[src/rtl/pipe_feat_in_pkg.sv]
// Shared types and helpers for the input-side feature pipe stage.
// Provides the FSM state encoding and the start-time configuration check.
package pipe_feat_in_pkg;

    typedef enum logic [1:0] {
        IDLE_F  = 2'd0,
        RUN_F   = 2'd1,
        DRAIN_F = 2'd2,
        DONE_F  = 2'd3
    } fsm_pipe_feat_in;

    // A feature is unusable when it has no pixels or when its width does not
    // split into whole beats; mask is NPX-1 (NPX is a power of two).
    function automatic logic cfg_is_bad(input logic [15:0] width,
                                        input logic [15:0] height,
                                        input logic [15:0] mask);
        logic bad_s;
        if ((width == 16'd0) || (height == 16'd0)) begin
            bad_s = 1'b1;
        end else begin
            bad_s = ((width & mask) != 16'd0);
        end
        return bad_s;
    endfunction

endpackage

[src/rtl/pipe_feat_in_stream_skid2.sv]
// stream_skid2: generic 2-entry FIFO skid buffer.
// Ports:
//   clk_gated, rst_n (sync, active-low), clear (sync soft clear)
//   push_i / data_i : write one payload (ignored when full)
//   pop_i           : drop the head entry (ignored when empty)
//   data_o          : head payload, forced to zero when empty
//   valid_o         : buffer not empty
//   occ_o           : current occupancy 0..2
//   occ_next_o      : occupancy after this cycle's push/pop
module stream_skid2 #(
    parameter int W = 8
) (
    input  logic         clk_gated,
    input  logic         rst_n,
    input  logic         clear,
    input  logic         push_i,
    input  logic [W-1:0] data_i,
    input  logic         pop_i,
    output logic [W-1:0] data_o,
    output logic         valid_o,
    output logic [1:0]   occ_o,
    output logic [1:0]   occ_next_o
);

    logic [W-1:0] mem_r [0:1];
    logic         rd_r;
    logic         wr_r;
    logic [1:0]   occ_r;
    logic         push_ok_s;
    logic         pop_ok_s;
    logic [1:0]   occ_next_s;

    assign push_ok_s = push_i && (occ_r != 2'd2);
    assign pop_ok_s  = pop_i && (occ_r != 2'd0);

    // Next occupancy: a simultaneous push and pop leaves it unchanged.
    always_comb begin
        occ_next_s = occ_r;
        case ({push_ok_s, pop_ok_s})
            2'b10:   occ_next_s = occ_r + 2'd1;
            2'b01:   occ_next_s = occ_r - 2'd1;
            default: occ_next_s = occ_r;
        endcase
    end

    // Storage, read/write pointers and occupancy.
    always_ff @(posedge clk_gated) begin
        if (!rst_n || clear) begin
            mem_r[0] <= {W{1'b0}};
            mem_r[1] <= {W{1'b0}};
            rd_r     <= 1'b0;
            wr_r     <= 1'b0;
            occ_r    <= 2'd0;
        end else begin
            if (push_ok_s) begin
                mem_r[wr_r] <= data_i;
                wr_r        <= ~wr_r;
            end
            if (pop_ok_s) begin
                rd_r <= ~rd_r;
            end
            occ_r <= occ_next_s;
        end
    end

    // Head entry is masked so stale or unknown payload never leaks out.
    always_comb begin
        if (occ_r != 2'd0) begin
            data_o = mem_r[rd_r];
        end else begin
            data_o = {W{1'b0}};
        end
    end

    assign valid_o    = (occ_r != 2'd0);
    assign occ_o      = occ_r;
    assign occ_next_o = occ_next_s;

endmodule

[src/rtl/pipe_feat_in.sv]
// pipe_feat_in: input-side pipe stage between the wrapper source stream and
// the engine x_in stream. Armed by start_i, it accepts exactly
// (image_width_i/NPX)*feat_height_i beats through a 2-entry skid buffer,
// drains, pulses done_o and returns to idle.
// Ports:
//   clk_gated, rst_n (sync, active-low), clear (sync soft clear)
//   start_i, image_width_i, feat_height_i : arm pulse and feature size
//   axi_source_*  : upstream stream (TREADY registered)
//   x_in_*        : downstream stream to the engine (zero payload when idle)
//   busy_o        : RUN or DRAIN
//   done_o        : one-cycle end-of-feature pulse
//   cfg_err_o     : sticky bad-config flag, cleared by the next good start
module pipe_feat_in #(
    parameter int AXI_WIDTH = 32,
    parameter int NPX       = 4
) (
    input  logic                          clk_gated,
    input  logic                          rst_n,
    input  logic                          clear,
    input  logic                          start_i,
    input  logic [15:0]                   image_width_i,
    input  logic [15:0]                   feat_height_i,
    input  logic                          axi_source_TVALID_i,
    output logic                          axi_source_TREADY_o,
    input  logic [NPX-1:0][AXI_WIDTH-1:0] axi_source_TDATA_i,
    input  logic [AXI_WIDTH/8-1:0]        axi_source_TKEEP_i,
    output logic                          x_in_TVALID_o,
    input  logic                          x_in_TREADY_i,
    output logic [NPX-1:0][AXI_WIDTH-1:0] x_in_TDATA_o,
    output logic [AXI_WIDTH/8-1:0]        x_in_TKEEP_o,
    output logic                          busy_o,
    output logic                          done_o,
    output logic                          cfg_err_o
);

    import pipe_feat_in_pkg::*;

    localparam int          DW    = NPX * AXI_WIDTH;
    localparam int          KW    = AXI_WIDTH / 8;
    localparam int          PW    = DW + KW;
    localparam logic [15:0] NPX16 = 16'(NPX);
    localparam logic [15:0] MASK16 = 16'(NPX - 1);

    fsm_pipe_feat_in state_r;
    fsm_pipe_feat_in state_next_s;

    logic [15:0]   width_r;
    logic [15:0]   height_r;
    logic [15:0]   cnt_w_r;
    logic [15:0]   cnt_h_r;
    logic          ready_r;
    logic          busy_r;
    logic          done_r;
    logic          cfg_err_r;

    logic          push_s;
    logic          pop_s;
    logic          valid_s;
    logic [1:0]    occ_s;
    logic [1:0]    occ_next_s;
    logic          row_end_s;
    logic          last_push_s;
    logic          cfg_bad_s;
    logic [PW-1:0] head_s;

    assign push_s      = axi_source_TVALID_i && ready_r;
    assign pop_s       = valid_s && x_in_TREADY_i;
    assign cfg_bad_s   = cfg_is_bad(image_width_i, feat_height_i, MASK16);
    // width >= NPX is guaranteed once in RUN, so width-NPX cannot underflow.
    assign row_end_s   = (cnt_w_r == (width_r - NPX16));
    assign last_push_s = push_s && row_end_s && (cnt_h_r == (height_r - 16'd1));

    stream_skid2 #(
        .W (PW)
    ) u_skid (
        .clk_gated  (clk_gated),
        .rst_n      (rst_n),
        .clear      (clear),
        .push_i     (push_s),
        .data_i     ({axi_source_TDATA_i, axi_source_TKEEP_i}),
        .pop_i      (pop_s),
        .data_o     (head_s),
        .valid_o    (valid_s),
        .occ_o      (occ_s),
        .occ_next_o (occ_next_s)
    );

    // Next-state decode for the feature FSM.
    always_comb begin
        state_next_s = state_r;
        case (state_r)
            IDLE_F: begin
                if (start_i) begin
                    if (cfg_bad_s) begin
                        state_next_s = DONE_F;
                    end else begin
                        state_next_s = RUN_F;
                    end
                end else begin
                    state_next_s = IDLE_F;
                end
            end
            RUN_F: begin
                if (last_push_s) begin
                    if (occ_next_s == 2'd0) begin
                        state_next_s = DONE_F;
                    end else begin
                        state_next_s = DRAIN_F;
                    end
                end else begin
                    state_next_s = RUN_F;
                end
            end
            DRAIN_F: begin
                if (occ_next_s == 2'd0) begin
                    state_next_s = DONE_F;
                end else begin
                    state_next_s = DRAIN_F;
                end
            end
            DONE_F:  state_next_s = IDLE_F;
            default: state_next_s = IDLE_F;
        endcase
    end

    // FSM state, beat counters, latched configuration and registered outputs.
    always_ff @(posedge clk_gated) begin
        if (!rst_n || clear) begin
            state_r   <= IDLE_F;
            width_r   <= 16'd0;
            height_r  <= 16'd0;
            cnt_w_r   <= 16'd0;
            cnt_h_r   <= 16'd0;
            ready_r   <= 1'b0;
            busy_r    <= 1'b0;
            done_r    <= 1'b0;
            cfg_err_r <= 1'b0;
        end else begin
            state_r <= state_next_s;
            // Ready only while more beats are owed and a slot will be free.
            ready_r <= (state_next_s == RUN_F) && (occ_next_s < 2'd2) && !last_push_s;
            busy_r  <= (state_next_s == RUN_F) || (state_next_s == DRAIN_F);
            done_r  <= (state_next_s == DONE_F);
            if ((state_r == IDLE_F) && start_i) begin
                width_r   <= image_width_i;
                height_r  <= feat_height_i;
                cnt_w_r   <= 16'd0;
                cnt_h_r   <= 16'd0;
                cfg_err_r <= cfg_bad_s;
            end else if (push_s) begin
                if (row_end_s) begin
                    cnt_w_r <= 16'd0;
                    cnt_h_r <= cnt_h_r + 16'd1;
                end else begin
                    cnt_w_r <= cnt_w_r + NPX16;
                end
            end else begin
                cnt_w_r <= cnt_w_r;
            end
        end
    end

    assign axi_source_TREADY_o = ready_r;
    assign x_in_TVALID_o       = valid_s;
    assign x_in_TDATA_o        = head_s[PW-1:KW];
    assign x_in_TKEEP_o        = head_s[KW-1:0];
    assign busy_o              = busy_r;
    assign done_o              = done_r;
    assign cfg_err_o           = cfg_err_r;

endmodule

[config.mk]
export PLATFORM = sky130hd
export DESIGN_NAME = pipe_feat_in
export DESIGN_NICKNAME = d
export VERILOG_FILES = /design/src/rtl/pipe_feat_in_pkg.sv /design/src/rtl/pipe_feat_in_stream_skid2.sv /design/src/rtl/pipe_feat_in.sv
export SDC_FILE = /design/constraint.sdc
export NUM_CORES = 1
export LEC_CHECK = 0
export BUFFER_PORTS_ARGS = -buffer_cell sky130_fd_sc_hd__buf_2
export CAP_MARGIN = 20
export CORE_MARGIN = 5
export CORE_UTILIZATION = 60
export DETAILED_ROUTE_END_ITERATION = 10
export PLACE_DENSITY_LB_ADDON = 0.12
export SYNTH_ARGS = -nofsm -noshare
export SYNTH_HDL_FRONTEND = slang
export SYNTH_HIERARCHICAL = 1
export SYNTH_SLANG_ARGS = --single-unit
[constraint.sdc]
create_clock -name clk_gated -period 30.1 [get_ports clk_gated]
set_input_delay 3.01 -clock clk_gated [delete_from_list [all_inputs] [get_ports clk_gated]]
set_output_delay 3.01 -clock clk_gated [all_outputs]
set_load 0.02 [all_outputs]
[After elaboration in Yosys (flattened, before gate mapping)]
Memory sizes are Yosys's and may differ from the RTL's. A register that Yosys moved wholly into a read port is not among the register bits.
Index checks and enable logic that the tools add are counted.
Widths: inputs -> output; s select.
Cells by class
  $add $sub $neg: 6
  magnitude comparators: 1
  equality and inequality tests: 11
  mux-type cells: 19
  bitwise logic cells: 2
  reduce and logical (&&, ||, !) cells: 23
Operators with widths (number)
  $mux 132: 2
  $reduce_or 132->1: 1
  $eq 16x16->1: 2
  $logic_not 16->1: 2
  $add 16x1->16 const B: 1
  $add 16x3->16 const B: 1
  $mux 16: 1
  $reduce_bool 16->1: 1
  $sub 16x1->16 const B: 1
  $sub 16x3->16 const B: 1
  $mux 1: 11
  $eq 2x2->1 const B: 5
  $logic_and 1x1->1: 9
  $pmux 2 s4: 1
  $eq 2x1->1 const B: 3
  $mux 2: 3
  $logic_not 2->1: 2
  $pmux 2 s2: 1
  $logic_or 1x1->1: 3
  $add 2x1->2 const B: 1
  $logic_not 1->1: 2
  $lt 2x2->1 const B: 1
  $ne 2x2->1 const B: 1
  $not 1->1: 2
  other kinds (4): 4
Word-level totals
  register bits: 74
  bits in writable memories: 264
  input bits: 170
  output and inout bits: 137
  memories: 1
Memories
  u_skid.mem_r: depth 2, width 132, read ports 1, clocked after memory_dff 1, wr ports 2, line pipe_feat_in_stream_skid2.sv:25  | logic [W-1:0] mem_r [0:1];

[Longest topological paths before layout]
Gate-level depths: netlist (run 1).
  word-level depth: 12
  depth in mapped cells: 16
  depth with buffers taken out: 14

[Modules after synthesis]
The synthesis (run 1) kept the hierarchy.
Modules (own cells, without submodules)
  stream_skid2: instances 1, cells an instance 884, area an instance 12050.3 sq um, sequential area each 8027.7 sq um
  pipe_feat_in: instances 1, cells an instance 463, area an instance 3708.6 sq um, sequential area each 1361.3 sq um

[Least setup slack after synthesis (run 1)]
No wires, ideal clock.
  kind: input to register
  from: input port axi_source_TVALID_i
  to: memory u_skid/mem_r[1][0] (netlist bit), enable pin
  arrival: 12840 ps
  data required time: 29294 ps
  setup slack: 16454 ps
  cell stages on the path: 5
  buffers on the path: 1
  path through: nand2_1 inv_1 clkbuf_1 nand2b_1 o21ai_0
RTL lines
  start, declared: line pipe_feat_in.sv:23  | input logic axi_source_TVALID_i,
  end, declared: line pipe_feat_in_stream_skid2.sv:25

==> results.txt, run 1 <==
The flop-to-flop setup slack is approximately 26 ns. The synthesized design contains 264 enable-type register cells. By area the synthesized netlist is led by sky130_fd_sc_hd__edfxtp_1, sky130_fd_sc_hd__and2_1, sky130_fd_sc_hd__dfxtp_1. The number of endpoints failing setup at the final stage is 0. Buffers added to address setup during post-CTS repair amount to 0. Clock tree synthesis selected as its root buffer the cell sky130_fd_sc_hd__clkbuf_16. The final standard cell count with taps included and fillers excluded came out at about 2000. The number of stages on the worst hold path came out at 2. The largest net degree at the start of global routing came out at 85.

The clock latency on the worst-skew pair came out at just over 0.5 ns. Leaving out fill and tap cells, the most frequent cell in the layout is sky130_fd_sc_hd__buf_2. In this run the top signal layer used is met5.

Across the run, the number of max-cap violations was 0. The number of synthesis warnings came out at 6. The worst relative slew slack is 0.3023. The simple-gate share of the synthesized area is 0.2160. The largest individual stage delay along the critical path comes from the cell sky130_fd_sc_hd__buf_4. In the post-route analysis, the smallest setup slack over all paths is between 20 and 25 ns. STA classifies the critical path startpoint as a register.

The run finished with clean final reports. The main combinational cell family by area after synthesis is simple AND/OR/NAND/NOR gates. The summed area of non-filler cells in the final layout is roughly 0.019 mm². The count of different cell masters after synthesis is between 50 and 60. The leakage power came out at 7.331 nW. For this design, the sink count on the clock tree is roughly 340. The most frequent cell on the critical path is sky130_fd_sc_hd__buf_4. For this run, design rule violations remaining after detail routing come to 0. The number of cells after detailed placement is 1924. The area added between synthesis and finish is 17.64%. The per-cell routed wire length came out at between 15 and 20 µm. For this run, the top clock speed supported by timing is 153.8 MHz.

The post-synthesis mux area share came out at 0.08448. The width of the die came out at 172.1 µm. The final setup TNS is 0 ns. The power per standard cell area is 52.80 mW/mm². Power comes to ~980 µW. The depth of the most critical reg-to-reg path is 11. The startpoint identified for the worst hold timing path is width_r[15]$_SDFFE_PP0P_.

The count of final max-slew check failures is 0. The total detailed-routing wirelength is ~35 mm. The largest voltage drop on the vdd net came out at between 0.00004 and 0.00005 V.

The final net count came out at between 1500 and 2000. Of the total synthesized cell area, the portion taken by full adders, half adders and majority gates is 0.005558. The total die area came out at roughly 0.030 mm². The number of antenna violations at the first check in global routing is 8.

The xor/xnor cell area share of the yosys netlist is 0.04002. The endpoint identified for the worst register-to-register timing path is busy_o$_SDFF_PP0_. For this configuration, the core starts out at a cell density of 0.6065.

Leaving out fill and tap cells, the most frequent cells in the layout are sky130_fd_sc_hd__buf_2, sky130_fd_sc_hd__and2_1, sky130_fd_sc_hd__edfxtp_1. The die is around 170 µm tall. The proportion of synthesized chip area in sequential cells came out at 0.5958. In the finished design, the share of the clock period the worst path needs comes to 0.2161. The final estimated routing congestion in global placement came out at ~0.85. The routed metal-1 wire length came out at roughly 14 mm. The number of nets handed over by synthesis was between 1500 and 2000. Clock tree synthesis inserted a total of 35 buffers. Once detailed placement completed, the half-perimeter wirelength came to 22.64 mm. The count of nets left with antenna violations once routing finished came out at 0.

The share of async-settable or async-resettable flops after synthesis came out at 0. Of the cells placed in the final design, the portion with a size suffix greater than 1 is 0.2335. For this run, the total global-route usage over all layers was measured as 0.2239. The met2 wirelength from detailed routing is 17.47 mm. The maximum fanout count along the critical path is between 50 and 60.

The vias per cell came out at roughly 5.4. The worst hold path class is register to register. The detailed route wirelength on metal3 came out at 2.540 mm. The synthesized area per cell came out at around 12 µm². The clock transition time at the flip-flop clock pins of the worst setup and hold paths came out at 0.06 ns. The pin slew with the least headroom to its limit came out at between 1 and 1.5 ns. The setup slack at placement is 23.94 ns.

The number of standard-cell rows in the floorplan is between 50 and 60. The global route total overflow is 0. The worst-case clock skew is around 0.023 ns. The path with the worst hold slack has its endpoint at width_r[15]$_SDFFE_PP0P_. The buffer depth of the longest clock path is 3. Setup repair after global routing left no endpoint under its margin. The longest individual stage delay on the worst path came out at 0.84 ns. Summing over every cut layer, the via total after detailed routing is roughly 11000. The number of iterations in the first detailed-routing pass is 5.

The number of buffers added to fix hold violations after cts came out at 0. The I/O pin total is ~310. The total of buffers placed on input and output ports came out at roughly 310. For this run, the leading register cell type out of synthesis is sky130_fd_sc_hd__edfxtp_1. The H-tree generated during clock tree synthesis spans 2 levels. The reg-to-reg startpoint is width_r[2]$_SDFFE_PP0P_. The DRC marker count from the first detailed-route iteration is around 790. The total area inside the core boundary comes to 0.02598 mm². The number of filler instances in the final layout came out at a little under 2000.

The post-synthesis cell count is between 1000 and 1500. The number of flip-flops and latches in the synthesized netlist is 337. The setup path with the least slack is of type register to output pin.

The count of endpoints failing hold in the final timing report came out at 0. Summing all placed instances gives a cell area of ~0.017 mm². The synthesized area is 0.01576 mm². The complex-gate fraction of the synthesized area came out at 0.02787. The critical path data required time came out at 27.09 ns. The count of instances resized after the clock tree is built came out at 0. The signal arrival time at the worst endpoint came out at between 3 and 4 ns. The first global-routing pass estimated ~53 mm of wire. The element type at the critical path end is an output pin. The number of global-route vias before repair came out at around 10000. The smallest clock period supported by the final layout is computed as 6.504 ns. The CTS tree is built. The critical path goes through buf_4 > buf_4 > mux2i_1 > nor2_1 > buf_2. The area fraction of the dominant cell type after synthesis came out at 0.5031. The synthesized design spends more area on one cell type than any other, namely sky130_fd_sc_hd__edfxtp_1.
==> how the worst max path moves through the flow <==
stage	from	end	cells after the start
final	register	x_in_TDATA_o[44]	5
after global routing	register	x_in_TDATA_o[71]	5
after CTS	register	x_in_TDATA_o[71]	5
after detailed placement	axi_source_TVALID_i	u_skid/mem_r[0][52]$_SDFFCE_PN0P_	7
after global placement	axi_source_TVALID_i	u_skid/mem_r[0][52]$_SDFFCE_PN0P_	7
after floorplan	axi_source_TVALID_i	u_skid/mem_r[1][0]$_SDFFCE_PN0P_	5
==> worst max-delay path, delay by kind of cell (launching register included) <==
family                 cells  cell delay (ns)
muxes                      1             0.29
buffers and inverters      3             1.74
DFF                        1             0.77
and+or+nand+nor            1             0.06
==> stage by stage <==
| stage | hold WS [ns] | util |
|---|---|---|
| floorplan | 0.4365 | - |
| CTS | 0.4711 | 0.7108 |
| global placement | 0.4498 | 0.6693 |
| global route | 0.4820 | 0.7132 |
| detailed placement | 0.4522 | 0.6704 |
| finish | 0.4710 | 0.7135 |
==> sequential cells by signal, summed over array words and instances (netlist names), named ones only <==
name and count:
u_skid/mem_r 264, cnt_h_r 16, height_r 16, width_r 16, cnt_w_r 14, state_r 2
u_skid/occ_o 2, axi_source_TREADY_o 1, busy_o 1, cfg_err_o 1, done_o 1, u_skid/rd_r 1
u_skid/wr_r 1
==> area by class of cell <==
class	instances	area, µm²	area share
antenna	6	15.01	0.0008099
multi-input combinational	921	5918	0.3192
inverter	13	48.80	0.002632
clock inverter	15	97.59	0.005264
timing repair buffer	320	1697	0.09152
clock buffer	47	950.9	0.05129
tap	335	419.2	0.02261
sequential	337	9393	0.5066
==> synthesized netlist by cell type, types with 7 or more instances <==
| master | n |
|---|---|
| sky130_fd_sc_hd__xor2_1 | 24 |
| sky130_fd_sc_hd__and2_1 | 269 |
| sky130_fd_sc_hd__nand2_1 | 88 |
| sky130_fd_sc_hd__buf_2 | 22 |
| sky130_fd_sc_hd__ha_1 | 7 |
| sky130_fd_sc_hd__buf_6 | 11 |
| sky130_fd_sc_hd__dfxtp_1 | 73 |
| sky130_fd_sc_hd__clkbuf_1 | 33 |
| sky130_fd_sc_hd__edfxtp_1 | 264 |
| sky130_fd_sc_hd__and3_1 | 8 |
| sky130_fd_sc_hd__mux2i_1 | 133 |
| sky130_fd_sc_hd__nor4_1 | 19 |
| sky130_fd_sc_hd__nor2_1 | 179 |
| sky130_fd_sc_hd__nor3_1 | 11 |
| sky130_fd_sc_hd__a21oi_1 | 41 |
| sky130_fd_sc_hd__xnor2_1 | 48 |
| sky130_fd_sc_hd__nand4_1 | 11 |
| sky130_fd_sc_hd__buf_4 | 9 |
| sky130_fd_sc_hd__o21ai_0 | 10 |
| sky130_fd_sc_hd__nand3_1 | 15 |
| sky130_fd_sc_hd__inv_1 | 12 |
==> power breakdown <==
group / switching, mW / internal (mW) / total, mW / leakage, nW
sequential: 0.00648 / 0.519 / 0.525 / 3.54
clock: 0.167 / 0.230 / 0.397 / 0.513
combinational: 0.0337 / 0.0232 / 0.0569 / 3.28
==> cell families after synthesis <==
kind of cell	after synthesis
DFF	337
buffers and inverters	89
muxes	133
adders and majority gates	7
xor gates and xnor gates	72
AOI/OAI and AO/OA	71
and+or+nand+nor	638
==> routing by layer <==
layer / vias up / GRT usage
met5: - / 0
met4: 10 / 0.07245
met3: 70 / 0.04961
met2: 335 / 0.3856
met1: 5117 / 0.2836
li1: 5225 / -
No activity file was read; power rests on OpenSTA's default activity.
==> run 2: changes to the inputs <==
--- a/config.mk
+++ b/config.mk
@@ -8,7 +8,7 @@
 export BUFFER_PORTS_ARGS = -buffer_cell sky130_fd_sc_hd__buf_2
 export CAP_MARGIN = 20
 export CORE_MARGIN = 5
-export CORE_UTILIZATION = 60
+export CORE_UTILIZATION = 56
 export DETAILED_ROUTE_END_ITERATION = 10
 export PLACE_DENSITY_LB_ADDON = 0.12
 export SYNTH_ARGS = -nofsm -noshare
==> constraint.sdc (replaced) <==
create_clock -name clk_gated -period 6.4 [get_ports clk_gated]
set_input_delay 0.64 -clock clk_gated [delete_from_list [all_inputs] [get_ports clk_gated]]
set_output_delay 0.64 -clock clk_gated [all_outputs]
set_load 0.02 [all_outputs]
==> run 2 against run 1 <==
Sequential power rose to 4.7 times the previous value. Core utilization fell by 3.7 points. Largest cell class unchanged. Non-clock buffer count down 1. Critical path depth grew 4. Global-route usage is 0.90 points lower.
==> results.txt, run 2 (synthesized netlist as in run 1, its figures left out) <==
The depth of the most critical reg-to-reg path is 9 (-2). The clock latency on the worst-skew pair came to 0.51 ns (about the same). The max-cap check violation count came out at 0 (unchanged). The count of final max-slew check failures is 0 (unchanged). The number of nets still failing antenna checks after routing came out at 0 (unchanged). The overall track demand over capacity in global routing is 0.2149 (-0.009008). The worst relative slew slack came out at 0.2903 (-0.01201). The total die area is 0.03160 mm² (+6.7%).

The number of global-route vias before repair is 10470 (-0.21%). The global route total overflow came out at 0 (unchanged). The master cell of the clock root buffer is sky130_fd_sc_hd__clkbuf_16. The number of cells after detailed placement came out at 1966 (+2.2%). The number of design rule violations left after detail routing was 0 (unchanged). The largest voltage drop on the vdd net was 0.0001987 V (+300%). Leaving out fill and tap cells, the most frequent cell in the layout is sky130_fd_sc_hd__buf_2. The flop-to-flop setup slack came out at 2.96 ns (-23.53 ns).

The width of the die was 177.8 µm (+3.3%). The number of standard-cell rows in the floorplan is 61 (+3.4%). The share of the clock period used by the worst path after layout came out at 0.5375.

The overall via count from detail_route is 10663 (-0.87%). The worst setup path is of the register to register kind. The critical path data required time is 6.76 ns (-20.33 ns).

The number of flip-flops under the largest register name came to 264 (unchanged). The number of antenna violations at the first check in global routing is 8 (unchanged). The number of endpoints failing setup at the final stage is 0 (unchanged). The overall power of the completed layout came out at 4.878 mW (+400%). The number of iterations in the first detailed-routing pass came out at 5 (unchanged). The DRC marker count from the first detailed-route iteration came out at 596 (-25%). The total of buffers placed on input and output ports came to 306 (unchanged).

The number of CTS-inserted buffers came out at 37 (+5.7%). Derived from the worst setup path, the maximum achievable clock frequency is ~290 MHz. The worst-case clock skew is 0.01624 ns (-0.006643 ns). The I/O pin total came to 307 (unchanged). The maximum fanout count along the critical path is 13 (-76%). The core footprint is 0.02778 mm² (+6.9%). The clock transition time at the flip-flop clock pins of the worst setup and hold paths came to 0.06 ns (about the same). The final HPWL from detailed placement was 22.96 mm (+1.4%). The overall die height is 177.8 µm (+3.3%). The reg-to-reg startpoint is width_r[2]$_SDFFE_PP0P_.

The CTS tree is built. The reg-to-reg critical path endpoint is cnt_w_r[10]$_SDFFE_PP0P_. The clock period minus worst slack came out at 3.440 ns. The library cells used most frequently in the layout, excluding fill and tap cells, are sky130_fd_sc_hd__buf_2, sky130_fd_sc_hd__and2_1, sky130_fd_sc_hd__edfxtp_1.

The summed area of non-filler cells in the final layout is 0.01878 mm² (+1.3%). The flow ran to the end, and the final reports show no timing, DRC or antenna violations. Ranked by flip-flop count, first place goes to u_skid/mem_r. The number of filler instances in the final layout is 2181 (+11%). The effective utilization at floorplan is 0.5672 (-0.03922). The number of clock sinks seen by CTS is 337 (unchanged). The post-CTS setup-driven buffer insertion count is 0 (unchanged). Setup repair after global routing left no endpoint under its margin. The pin slew with the least headroom to its limit is 1.065 ns (+0.01801 ns).

The vias per cell came to 5.217 (-3.3%). The power per standard cell area is 259.7 mW/mm² (+390%). The per-cell routed wire length came out at 17.29 µm (-0.64%). STA classifies the critical path startpoint as a register. The leakage power came out at 7.409 nW (+1.1%). The number of buffers added to fix hold violations after cts is 0 (unchanged). The total detailed-routing wirelength is 35.35 mm (+1.8%).

The final setup TNS is 0 ns (unchanged). The final standard cell count with taps included and fillers excluded is 2044 (+2.5%). The area added between synthesis and finish is 19.17%. The count of endpoints failing hold in the final timing report came out at 0 (unchanged). The CTS H-tree depth is 2 (unchanged). STA classifies the critical path endpoint as a register. The global-route wire length before repair is 54.03 mm (+2.5%). The final hold slack came out at 0.3858 ns (-0.08519 ns). The count of instances resized after the clock tree is built is 0 (unchanged).

The largest net degree at the start of global routing came to 78 (-8.2%). The most critical setup path has its startpoint at width_r[2]$_SDFFE_PP0P_. The signal arrival time at the worst endpoint came out at 3.80 ns (+0.31 ns). In this run the worst setup path terminates at cnt_w_r[10]$_SDFFE_PP0P_. The share of final-layout standard cells stronger than drive strength 1 came out at 0.2340 (+0.0005021). The placed cell area is 0.01747 mm² (+0.29%).

The final net count came out at 1806 (+0.055%). The min-delay analysis places its worst path in the category input pin to register. The buffer depth of the longest clock path is 3 (unchanged).

The final estimated routing congestion in global placement came to 0.8787 (+3.9%).
==> run 2: worst min path at each step <==
stage | start | endpoint | cells past startpoint
after floorplan | width_r[0]$_SDFFE_PP0P_ | width_r[0]$_SDFFE_PP0P_ | 2
after global placement | width_r[0]$_SDFFE_PP0P_ | width_r[0]$_SDFFE_PP0P_ | 2
after detailed placement | height_r[15]$_SDFFE_PP0P_ | height_r[15]$_SDFFE_PP0P_ | 2
after CTS | image_width_i[14] | width_r[14]$_SDFFE_PP0P_ | 3
after global routing | image_width_i[14] | width_r[14]$_SDFFE_PP0P_ | 3
final | image_width_i[14] | width_r[14]$_SDFFE_PP0P_ | 3
==> run 2: critical path, cell delays in order, from the launching register on <==
cell	delay, ns
sky130_fd_sc_hd__dfxtp_1	0.41
sky130_fd_sc_hd__inv_1	0.07
sky130_fd_sc_hd__ha_1	0.31
sky130_fd_sc_hd__xnor2_1	0.13
sky130_fd_sc_hd__or4_4	0.49
sky130_fd_sc_hd__nor4_4	0.35
sky130_fd_sc_hd__o2111ai_4	0.25
sky130_fd_sc_hd__or2_1	0.42
sky130_fd_sc_hd__o21ai_1	0.76
sky130_fd_sc_hd__nor2_1	0.11
==> run 2: area by class of cell <==
| cell class | instances | area [µm²] | share of cell area |
|---|---|---|---|
| multi-input cells | 921 | 5918 | 0.3151 |
| repair buffers | 319 | 1694 | 0.09021 |
| flip-flops and latches | 337 | 9393 | 0.5002 |
| well taps | 378 | 473.0 | 0.02518 |
| clock inverters | 20 | 222.7 | 0.01186 |
| diodes | 8 | 20.02 | 0.001066 |
| inverters | 13 | 48.80 | 0.002598 |
| clock buffers | 48 | 1010 | 0.05377 |
==> run 2: stage by stage <==
step                setup slack (ns)    util
global route                   2.672  0.6759
finish                         2.960  0.6760
detailed placement             2.912  0.6289
CTS                            2.913  0.6733
floorplan                      1.227       -
global placement               3.039  0.6289
==> run 2: per-layer routing <==
metal | vias to the layer above | GRT usage | routed length [µm] | share of wire
met2 | 290 | 0.3692 | 17680 | 0.50
met4 | 2 | 0.06478 | 821 | 0.023
met5 | - | 0 | 13 | 0.00037
li1 | 5238 | - | - | -
met3 | 57 | 0.04154 | 2270 | 0.064
met1 | 5076 | 0.2778 | 14560 | 0.41
==> run 2: where the power goes <==
part	internal, mW	switching, mW	total, mW
clock network	1.32	0.826	2.14
registers	2.44	0.0306	2.47
logic	0.110	0.156	0.266
==> run 3: changes to the inputs <==
--- a/config.mk
+++ b/config.mk
@@ -5,6 +5,7 @@
 export SDC_FILE = /design/constraint.sdc
 export NUM_CORES = 1
 export LEC_CHECK = 0
+export ABC_AREA = 1
 export BUFFER_PORTS_ARGS = -buffer_cell sky130_fd_sc_hd__buf_2
 export CAP_MARGIN = 20
 export CORE_MARGIN = 5
==> constraint.sdc (replaced) <==
create_clock -name clk_gated -period 3.55 [get_ports clk_gated]
set_input_delay 0.355 -clock clk_gated [delete_from_list [all_inputs] [get_ports clk_gated]]
set_output_delay 0.355 -clock clk_gated [all_outputs]
set_load 0.02 [all_outputs]
==> run 3 against run 2 <==
Hold slack worse by 0.27 ns. Wire length grew 13%. Clock power is 92% higher. Synthesized cell count up 35%. Clock skew fell by 0.0071 ns. Power increased by 88%. Global-route usage rose by 2.7 points. Flip-flop and latch count did not move. Final area rose by 1.6%. Critical endpoint is now busy_o$_SDFF_PP0_. Critical path depth increased by 7. Highest routed layer unchanged.
==> results.txt, run 3 <==
The flow ran to the end, and the final reports show no timing, DRC or antenna violations. The number of enable-type register cells in the synthesized netlist is 264 (unchanged). The area fraction of the dominant cell type after synthesis is 0.4976 (-0.005413).

The core occupancy in the finished layout was 0.6833 (+0.007325). The setup path with the least slack is of type register to register. The power per standard cell area is 480.9 mW/mm² (+85%).

The width of the die is 178.7 µm (+0.51%). The achievable clock frequency came out at 358.6 MHz (+23%). The placed cell area was 0.01776 mm² (+1.6%).

The count of endpoints failing hold in the final timing report was 0 (unchanged). The category of the worst setup path launch point is a register. The proportion of synthesized chip area in sequential cells is 0.5894 (-0.006411).

The count of different cell masters after synthesis is 34 (-38%). The post-synthesis cell count came to 1821 (+35%). The final estimated routing congestion in global placement is 0.9062 (+3.1%). The number of cells after detailed placement came out at 2433 (+24%).

The clock latency on the worst-skew pair is 0.51 ns (about the same). The number of buffers added to fix hold violations after cts is 0 (unchanged). The final net count is 2271 (+26%). The final HPWL from detailed placement came out at 25.73 mm (+12%). The synthesized area per cell is 8.748 µm² (-25%). The largest total area in the synthesized netlist belongs to sky130_fd_sc_hd__edfxtp_1. The overall power of the completed layout came to 9.178 mW (+88%).

The overall via count from detail_route is 12851 (+21%). Leaving out fill and tap cells, the most frequent cell in the layout is sky130_fd_sc_hd__nand2_1. The share of final-layout standard cells stronger than drive strength 1 is 0.1934 (-0.04062). STA classifies the critical path endpoint as a register. The effective utilization at floorplan came out at 0.5703 (+0.003037). The core footprint came to 0.02793 mm² (+0.55%). The clock transition time at the flip-flop clock pins of the worst setup and hold paths is 0.06 ns (about the same). The post-CTS setup-driven buffer insertion count came out at 0 (unchanged). In the layout the commonest cells are sky130_fd_sc_hd__nand2_1, sky130_fd_sc_hd__nor2_1, sky130_fd_sc_hd__buf_2.

The clock period minus worst slack was 2.788 ns (-0.6515 ns). The max-cap check violation count is 0 (unchanged). The I/O pin total came out at 307 (unchanged). The most frequent cell after synthesis is sky130_fd_sc_hd__nand2_1. The per-cell routed wire length is 15.92 µm (-7.9%).

The leakage power came to 8.732 nW (+18%). The number of stages on the worst hold path came out at 3 (unchanged). The number of iterations in the first detailed-routing pass is 7 (+2). The number of standard-cell rows in the floorplan came to 61 (unchanged). TritonCTS built the clock tree. The worst-case setup margin in the final layout came out at 0.7616 ns (-2.198 ns). The summed area of non-filler cells in the final layout came to 0.01909 mm² (+1.6%).

The count of instances resized after the clock tree is built came out at 0 (unchanged). The number of nets still failing antenna checks after routing came out at 0 (unchanged). The number of clock sinks seen by CTS was 337 (unchanged).

The count of final max-slew check failures came out at 0 (unchanged). The overall die height was 178.7 µm (+0.51%). The CTS H-tree depth came to 2 (unchanged). The share of the clock period used by the worst path after layout is 0.7855 (+0.2480). The maximum fanout count along the critical path is 19 (+6). The worst hold path class is input pin to register. The buffer depth of the longest clock path came out at 3 (unchanged). The total die area came out at 0.03192 mm² (+1.0%). The vias per cell is 5.145 (-1.4%). The pin slew with the least headroom to its limit came out at 0.9528 ns (-0.1118 ns).

The share of async-settable or async-resettable flops after synthesis was 0 (unchanged). The setup slack at placement is 0.7885 ns (-2.123 ns). The final setup TNS came out at 0 ns (unchanged).

The global-route wire length before repair is 61.93 mm (+15%). The critical path data required time came out at 3.99 ns (-2.77 ns). In the post-synthesis netlist, the biggest area contributors are sky130_fd_sc_hd__edfxtp_1, sky130_fd_sc_hd__nand2_1, sky130_fd_sc_hd__dfxtp_1. The depth of the most critical reg-to-reg path came out at 16 (+7). The worst relative slew slack is 0.3648 (+0.07452).

Setup repair after global routing left no endpoint under its margin. The number of endpoints failing setup at the final stage came to 0 (unchanged). The worst-case clock skew was 0.009120 ns (-0.007122 ns).

The DRC marker count from the first detailed-route iteration is 1054 (+77%). The root buffer cell chosen for the clock tree is sky130_fd_sc_hd__clkbuf_16. The number of flip-flops under the largest register name is 264 (unchanged). The register with the most flip-flops in the final layout is u_skid/mem_r. By count the netlist is led by sky130_fd_sc_hd__nand2_1, sky130_fd_sc_hd__nor2_1, sky130_fd_sc_hd__edfxtp_1, sky130_fd_sc_hd__inv_1, sky130_fd_sc_hd__a21oi_1.

The global route total overflow came out at 0 (unchanged). The number of global-route vias before repair is 12615 (+20%). The number of CTS-inserted buffers is 37 (unchanged). The total detailed-routing wirelength was 39.78 mm (+13%). The total of buffers placed on input and output ports came to 306 (unchanged). The overall track demand over capacity in global routing is 0.2414 (+0.02653). The final standard cell count with taps included and fillers excluded is 2498 (+22%). The number of nets produced by synthesis is 1998 (+31%).

The final hold slack came out at 0.1143 ns (-0.2716 ns). The number of design rule violations left after detail routing came out at 0 (unchanged). The area added between synthesis and finish came out at 19.82%. The number of synthesis warnings was 6 (unchanged). The number of antenna violations at the first check in global routing came out at 2 (-6). The number of flip-flops and latches in the synthesized netlist came out at 337 (unchanged). Among all flip-flop cells after synthesis, the most frequent one is sky130_fd_sc_hd__edfxtp_1.

The signal arrival time at the worst endpoint came out at 3.23 ns (-0.57 ns). The largest net degree at the start of global routing came out at 134 (+72%). The synthesized area came out at 0.01593 mm² (+1.1%).

The largest voltage drop on the vdd net is 0.0003603 V (+81%). The antenna diode count is 0 (-8).
-- run 3: changes by cell type after synthesis, sizes merged, moves of 133 or more --
cell / previous run / this run
and2: 269 / 2
inv: 13 / 219
a21oi: 41 / 175
nor2: 179 / 385
nand2: 88 / 425
mux2i: 133 / 0
-- run 3: critical path, stage by stage, from the launching register on --
cell                      delay [ns]
sky130_fd_sc_hd__dfxtp_1        0.31
sky130_fd_sc_hd__inv_1          0.13
sky130_fd_sc_hd__ha_1           0.33
sky130_fd_sc_hd__nand2_1        0.09
sky130_fd_sc_hd__nor2_1         0.20
sky130_fd_sc_hd__nand3_1        0.14
sky130_fd_sc_hd__nand3_1        0.11
sky130_fd_sc_hd__nand3_1        0.08
sky130_fd_sc_hd__nor2_1         0.12
sky130_fd_sc_hd__nand3_2        0.15
sky130_fd_sc_hd__nor2_8         0.27
sky130_fd_sc_hd__and2_4         0.21
sky130_fd_sc_hd__nand2_2        0.05
sky130_fd_sc_hd__nand2_2        0.08
sky130_fd_sc_hd__inv_2          0.05
sky130_fd_sc_hd__ha_1           0.28
sky130_fd_sc_hd__nor2_1         0.10
-- run 3: worst paths after layout --
| path | from | slack [ns] | end |
|---|---|---|---|
| max | width_r[2]$_SDFFE_PP0P_ | 0.76 | busy_o$_SDFF_PP0_ |
| max reg2reg | width_r[2]$_SDFFE_PP0P_ | 0.76 | busy_o$_SDFF_PP0_ |
| min reg2reg | width_r[0]$_SDFFE_PP0P_ | 0.46 | width_r[0]$_SDFFE_PP0P_ |
| min | feat_height_i[14] | 0.11 | height_r[14]$_SDFFE_PP0P_ |
-- run 3: cells by family (layout without fill, tap and decap cells) --
family,after synthesis,in the layout,synth area share
AND/OR/NAND/NOR,897,897,0.2277
flip-flops,337,337,0.5894
buffers and inverters,309,608,0.07941
AO/OA/AOI/OAI,218,218,0.06888
XOR/XNOR,53,53,0.02914
adder cells (fa/ha/maj),7,7,0.005498
-- run 3: power by group --
part	total, mW	internal [mW]	switching (mW)
registers	4.45	4.39	0.0547
clock network	4.10	2.61	1.49
logic	0.631	0.222	0.409
-- run 3: area by class of cell --
| type | instances | area (µm²) |
|---|---|---|
| Sequential cell | 337 | 9393 |
| Inverter | 221 | 832.0 |
| Clock inverter | 15 | 231.5 |
| Tap cell | 378 | 473.0 |
| Fill cell | 2325 | 8847 |
| Clock buffer | 50 | 1100 |
| Multi-Input combinational cell | 1175 | 5331 |
| Timing Repair Buffer | 322 | 1727 |
-- run 3: metal layers --
metal | vias to the layer above | wire length [µm] | global-route usage
met5 | - | 27 | 0
met3 | 75 | 3145 | 0.04745
met4 | 4 | 1170 | 0.07515
met2 | 436 | 19470 | 0.4256
li1 | 6364 | - | -
met1 | 5972 | 15960 | 0.3013
